[src/rtl/obi_wb_bridge.sv]
// OBI (req/gnt/rvalid) to single-outstanding Wishbone classic master bridge.
// Optional ack timeout with error response: define OBI_WB_TIMEOUT_EN.
module obi_wb_bridge #(
  parameter int unsigned ADDR_WIDTH     = 32,
  parameter int unsigned DATA_WIDTH     = 32,
  parameter int unsigned TIMEOUT_CYCLES = 1024
) (
  input  logic                  clk_core,
  input  logic                  rst_core,
  input  logic                  obi_req_i,
  output logic                  obi_gnt_o,
  input  logic [ADDR_WIDTH-1:0] obi_addr_i,
  input  logic                  obi_we_i,
  input  logic [3:0]            obi_be_i,
  input  logic [DATA_WIDTH-1:0] obi_wdata_i,
  output logic                  obi_rvalid_o,
  output logic [DATA_WIDTH-1:0] obi_rdata_o,
  output logic                  obi_err_o,
  output logic                  wb_cyc_o,
  output logic                  wb_stb_o,
  output logic                  wb_we_o,
  output logic [3:0]            wb_wstrb_o,
  output logic [ADDR_WIDTH-1:0] wb_addr_o,
  output logic [DATA_WIDTH-1:0] wb_data_o,
  input  logic [DATA_WIDTH-1:0] wb_data_i,
  input  logic                  wb_ack_i
);

  // Byte enables are fixed at four lanes, so only a 32-bit data path is legal.
  if (DATA_WIDTH != 32 || TIMEOUT_CYCLES == 0) begin : g_cfg_check
    $error("obi_wb_bridge: DATA_WIDTH must be 32 and TIMEOUT_CYCLES nonzero");
  end

  typedef enum logic [1:0] {
    IDLE = 2'd0,
    BUS  = 2'd1,
    RESP = 2'd2
  } state_t;

  state_t                state_q, state_d;
  logic                  cyc_d, we_d, rvalid_d;
  logic [3:0]            wstrb_d;
  logic [ADDR_WIDTH-1:0] addr_d;
  logic [DATA_WIDTH-1:0] wdata_d, rdata_d;

`ifdef OBI_WB_TIMEOUT_EN
  localparam int unsigned CNT_WIDTH = $clog2(TIMEOUT_CYCLES + 1);
  logic [CNT_WIDTH-1:0] cnt_q, cnt_d, cnt_inc;
  logic                 err_q, err_d;
  assign obi_err_o = err_q;
`else
  assign obi_err_o = 1'b0;
`endif

  // A new request is accepted only when no Wishbone cycle is in flight.
  assign obi_gnt_o = obi_req_i && (state_q == IDLE || state_q == RESP);

  always_comb begin
    state_d  = state_q;
    cyc_d    = wb_cyc_o;
    we_d     = wb_we_o;
    wstrb_d  = wb_wstrb_o;
    addr_d   = wb_addr_o;
    wdata_d  = wb_data_o;
    rvalid_d = 1'b0;
    rdata_d  = obi_rdata_o;
`ifdef OBI_WB_TIMEOUT_EN
    cnt_d    = cnt_q;
    cnt_inc  = cnt_q + CNT_WIDTH'(1);
    err_d    = 1'b0;
`endif
    case (state_q)
      IDLE, RESP: begin
        state_d = IDLE;
        if (obi_gnt_o) begin
          state_d = BUS;
          cyc_d   = 1'b1;
          we_d    = obi_we_i;
          wstrb_d = obi_we_i ? obi_be_i : 4'hF;
          addr_d  = obi_addr_i;
          wdata_d = obi_wdata_i;
`ifdef OBI_WB_TIMEOUT_EN
          cnt_d   = '0;
`endif
        end
      end
      BUS: begin
        if (wb_ack_i) begin
          state_d  = RESP;
          cyc_d    = 1'b0;
          rvalid_d = 1'b1;
          rdata_d  = wb_we_o ? '0 : wb_data_i;
        end
`ifdef OBI_WB_TIMEOUT_EN
        // Ack has priority; abandon the cycle only on a clean timeout.
        else if (cnt_inc == CNT_WIDTH'(TIMEOUT_CYCLES)) begin
          state_d  = RESP;
          cyc_d    = 1'b0;
          rvalid_d = 1'b1;
          err_d    = 1'b1;
          rdata_d  = '0;
        end else begin
          cnt_d = cnt_inc;
        end
`endif
      end
      default: state_d = IDLE;
    endcase
  end

  always_ff @(posedge clk_core or posedge rst_core) begin
    if (rst_core) begin
      state_q      <= IDLE;
      wb_cyc_o     <= 1'b0;
      wb_stb_o     <= 1'b0;
      wb_we_o      <= 1'b0;
      wb_wstrb_o   <= '0;
      wb_addr_o    <= '0;
      wb_data_o    <= '0;
      obi_rvalid_o <= 1'b0;
      obi_rdata_o  <= '0;
`ifdef OBI_WB_TIMEOUT_EN
      cnt_q        <= '0;
      err_q        <= 1'b0;
`endif
    end else begin
      state_q      <= state_d;
      wb_cyc_o     <= cyc_d;
      wb_stb_o     <= cyc_d;
      wb_we_o      <= we_d;
      wb_wstrb_o   <= wstrb_d;
      wb_addr_o    <= addr_d;
      wb_data_o    <= wdata_d;
      obi_rvalid_o <= rvalid_d;
      obi_rdata_o  <= rdata_d;
`ifdef OBI_WB_TIMEOUT_EN
      cnt_q        <= cnt_d;
      err_q        <= err_d;
`endif
    end
  end

endmodule

[config.mk]
export PLATFORM = sky130hd
export DESIGN_NAME = obi_wb_bridge
export DESIGN_NICKNAME = d
export VERILOG_FILES = /design/src/rtl/obi_wb_bridge.sv
export SDC_FILE = /design/constraint.sdc
export NUM_CORES = 1
export LEC_CHECK = 0
export CORE_MARGIN = 1.5
export CORE_UTILIZATION = 35
export CTS_BUF_LIST = sky130_fd_sc_hd__clkbuf_8
export DETAILED_ROUTE_END_ITERATION = 7
export PLACE_DENSITY = 0.8
export SKIP_CTS_REPAIR_TIMING = 1
export SYNTH_ARGS = -nofsm -noshare
export SYNTH_HDL_FRONTEND = slang
export SYNTH_SLANG_ARGS = --single-unit
export TNS_END_PERCENT = 10
[constraint.sdc]
create_clock -name clk_core -period 4.5 [get_ports clk_core]
set_clock_uncertainty 0.05 [all_clocks]
set_input_delay 0.9 -clock clk_core [delete_from_list [all_inputs] [get_ports clk_core]]
set_output_delay 0.9 -clock clk_core [all_outputs]
set_load 0.005 [all_outputs]
### Word-level counts from Yosys, hierarchy flattened

Cells that the tools add are included.

* logic and storage cells: 30
* output and inout bits: 106
* register bits: 105

* equality and inequality tests: 4
* muxes and demuxes: 10
* reduce and logical (&&, ||, !) cells: 8

Operators by type and width (count)
* $mux W32: 1
* $mux W1: 5
* $mux W4: 1
* $ne A2 B2 Y1 const B: 2
* $pmux W2 S2: 1
* $reduce_and A2 Y1: 2
* $reduce_and A3 Y1: 1
* $eq A2 B1 Y1 const B: 1
* $eq A2 B2 Y1 const B: 1
* $logic_not A2 Y1: 1
* $mux W2: 1
* $pmux W1 S2: 1
* $reduce_bool A2 Y1: 1
* $reduce_or A2 Y1: 1
* $logic_and A1 B1 Y1: 1
* $logic_or A1 B1 Y1: 1

### Depth between registers and ports, before layout

* depth after elaboration: 5
* mapped depth: 4
* depth with buffers taken out: 2

### Worst setup path after synthesis

No wires, ideal clock.

* path kind: in2out
* start: input obi_req_i
* end: output obi_gnt_o
* arrival: 1.370 ns
* slack: 2.180 ns
* cell stages on the path: 3
* path through: nor2b_1 buf_2 buf_6

* longest elaborated chain between the ends: 1

RTL lines
* from (decl): RTL line 10 `input logic obi_req_i,`
* $logic_and A1 B1 Y1: RTL line 56 `assign obi_gnt_o = obi_req_i && (state_q == IDLE || state_q == RESP);`
* to (decl): RTL line 11 `output logic obi_gnt_o,`

No other way between the ends.

### Final worst setup path

Same ends and word-level chain as after synthesis.

==> impl_metrics.toml <==
[clock_network]
cts-root-buf = "clkbuf_8"
path_clk_slew_ns = 0.09
cts_sinks = 105
clk_path_buf_depth = 2
insertion_delay_ns = 0.37
htreeDepth = 3
cts_tree = "built"
cts_buffers = 9

[route]
wl_per_cell_um = 15.7
viasPerCell = 4.46
drtIter0Drc = 105
vias = 2893
drtPass1Iterations = 4
route.detailed.drc = 0
ant_nets = 0
wl_mm = 10.2

[synth]
avgSynthCellArea_um2 = 16.2
synth-seq-cells = 105
yosysTopAreaCellShare_pct = 60.0
yosysWarnings = 0
synth.largest_area_cell = "dfrtp_1"
ys_types = 20
synth_nets = 375
synthTopCellsByArea = "dfrtp_1 60%, mux2_2 19%, mux2_4 9.9%"
syn-instance-count = 270
synth.cell_area_mm2 = 0.00438
synth_seq_area_share_pct = 60.0

[placement]
dpl-instance-area_mm2 = 0.00653
port_buffers = 209
gp_congestion = 0.757
place_inst = 633
hpwl_mm = 7.53

[floorplan]
rows = 40
dieHeight_um = 115
design.die.area_mm2 = 0.0132
dieWidth_um = 115
initial_core_util_pct = 36.2
ios = 211
coreArea_mm2 = 0.0121

[timing]
tightestPinTransition_ns = 1.06
finalCriticalPeriod_ns = 3.02
setup_violations = 0
rsz0062_at_grt = "false"
setup_tns_ns = 0
whs_ns = 0.461
fin_crit_sh_pct = 67.0
hold_viol_final = 0
max_slew_margin_pct = 29.3
maxSlewViolCount = 0
max_freq_ghz = 0.331

[pwr]
switching_share_pct = 25.4
p_leak_nw = 2.86
combPwrFrac_pct = 36.6
seqPwrFrac_pct = 44.5
ir_drop_v = 0.000223
p_switching_w = 0.000783
clockPowerShare_pct = 18.9
internal_power_w = 0.00230
powerDensity_mw_per_mm2 = 458

[final_layout]
drive_above_1_share_pct = 26.0
final_nets = 581
fillCellCount = 1034
syn_to_final_growth_pct = 53.7
final_area_mm2 = 0.00673
fin_util_pct = 55.6
diodes = 0
final_cells = 649

[grt]
grt_use_met1_pct = 18.2
grt_remaining_overflow = 0
grtUsageTotal_pct = 15.9
use_met3_pct = 5.43
grt_pass1_vias = 3185
antenna_found_initial = 0
grt_pass1_wl_mm = 16.0
grt_max_degree = 71
use_met2_pct = 26.9
busiest_layer = "met2"

[critical_path]
startpoint_type = "primary input"
critPathKind = "primary input to primary output"
max_stage_delay_ns = 0.53
cp_max_fo = 2
critPathLaunch = "obi_req_i"
rr_endpoint = "obi_rdata_o[25]$_DFFE_PP0P_"
r2r_start = "state_q[1]$_DFFE_PP0P_"
cp_slowest_cell = "clkdlybuf4s50_1"
r2r_slack_ns = 2.52
r2r_cells = 2
critPathCapture = "obi_gnt_o"
cp_cell_sequence = "clkdlybuf4s50_1 -> nor2b_4 -> clkdlybuf4s50_1"
worstSetupEndpointType = "primary output"
cpMostUsedCell = "clkdlybuf4s50_1"
cp.arrival_ns = 2.07
required_ns = 3.55

[job]
maxCapViolCount = 0

[run_status]
status = "completed"

[hold_path]
min_from = "wb_data_o[7]$_DFFE_PP0P_"
hold_class = "flip-flop to flip-flop"
## stage by stage
stage / total power [W] / setup WS (ns)
floorplan: 0.00183 / 0.789
global placement: 0.00250 / 1.48
detailed placement: 0.00253 / 1.48
CTS: 0.00314 / 1.47
global route: 0.00326 / 1.37
finish: 0.00308 / 1.48
## power by group through the flow
stage	Clock [W]	Sequential, W	Combinational (W)
final	0.000582	0.00137	0.00113
after global routing	0.000648	0.00141	0.00120
after CTS	0.000610	0.00138	0.00115
after detailed placement	0	0.00139	0.00114
after global placement	0	0.00138	0.00112
after floorplan	0	0.00138	0.000453
## worst min path at each step
stage | cells past startpoint | end | slack, ns
after floorplan | 1 | obi_rdata_o[23]$_DFFE_PP0P_ | 0.46
after global placement | 1 | wb_addr_o[3]$_DFFE_PP0P_ | 0.44
after detailed placement | 1 | obi_rdata_o[2]$_DFFE_PP0P_ | 0.44
after CTS | 1 | wb_data_o[7]$_DFFE_PP0P_ | 0.47
after global routing | 1 | wb_addr_o[7]$_DFFE_PP0P_ | 0.49
final | 1 | wb_data_o[7]$_DFFE_PP0P_ | 0.46
## cell type report
class	count	area [µm²]	area share, %
tap	168	210	3.12
clock inverter	6	58.8	0.874
clock buffer	10	138	2.04
inverter	2	10.0	0.149
timing repair buffer	212	2110	31.4
sequential	105	2630	39.0
multi-input combinational	146	1570	23.4
## state kept, by name, indices dropped and copies added, names as in the netlist
register,cells
obi_rdata_o,32
wb_addr_o,32
obi_rvalid_o,1
wb_data_o,32
wb_wstrb_o,4
wb_we_o,1
wb_stb_o,1
state_q,2
## worst max-delay path, delay by kind of cell
| family | cells | cell delay (ns) |
|---|---|---|
| buf+inv | 2 | 1.01 |
| simple gates | 1 | 0.15 |
## synth_stat cells (all sizes together)
cell / count
nor3b: 1
buf: 14
and2b: 23
nand2b: 4
mux2: 101
dfrtp: 105
and3b: 2
o21ai: 1
o21bai: 1
or2: 1
clkbuf: 3
nor2b: 11
inv: 2
conb: 1
## cell usage in the layout, fill, tap and decap left out
cell | netlist | layout
and2b_1 | 22 | 22
nand2b_1 | 4 | 4
clkinvlp_4 | 0 | 2
inv_4 | 0 | 1
inv_1 | 2 | 2
and3b_2 | 1 | 2
clkbuf_8 | 0 | 10
nor3b_1 | 1 | 1
dfrtp_1 | 105 | 105
conb_1 | 1 | 1
nor2b_4 | 0 | 1
or2_2 | 1 | 1
mux2_2 | 72 | 72
clkdlybuf4s50_1 | 0 | 209
mux2_4 | 29 | 29
o21bai_1 | 1 | 1
nor2b_1 | 11 | 10
bufinv_16 | 0 | 1
buf_4 | 2 | 3
clkinv_2 | 0 | 2
and2b_2 | 1 | 1
o21ai_0 | 1 | 1
## logic make-up (layout without fill, tap and decap cells)
group / Yosys count / after routing / synth area share, %
compound gates: 2 / 2 / 0.286
simple gates: 42 / 42 / 6.86
mux: 101 / 101 / 28.5
buf+inv: 19 / 230 / 4.31
other cells: 1 / 1 / 0.0856
flops: 105 / 105 / 60.0
## routing by layer
layer | vias up | wire [µm]
met4 | 0 | 233
met5 | - | 0
met3 | 16 | 818
li1 | 1324 | -
met1 | 1431 | 3980
met2 | 122 | 5170
No activity file was read; power rests on OpenSTA's default activity.
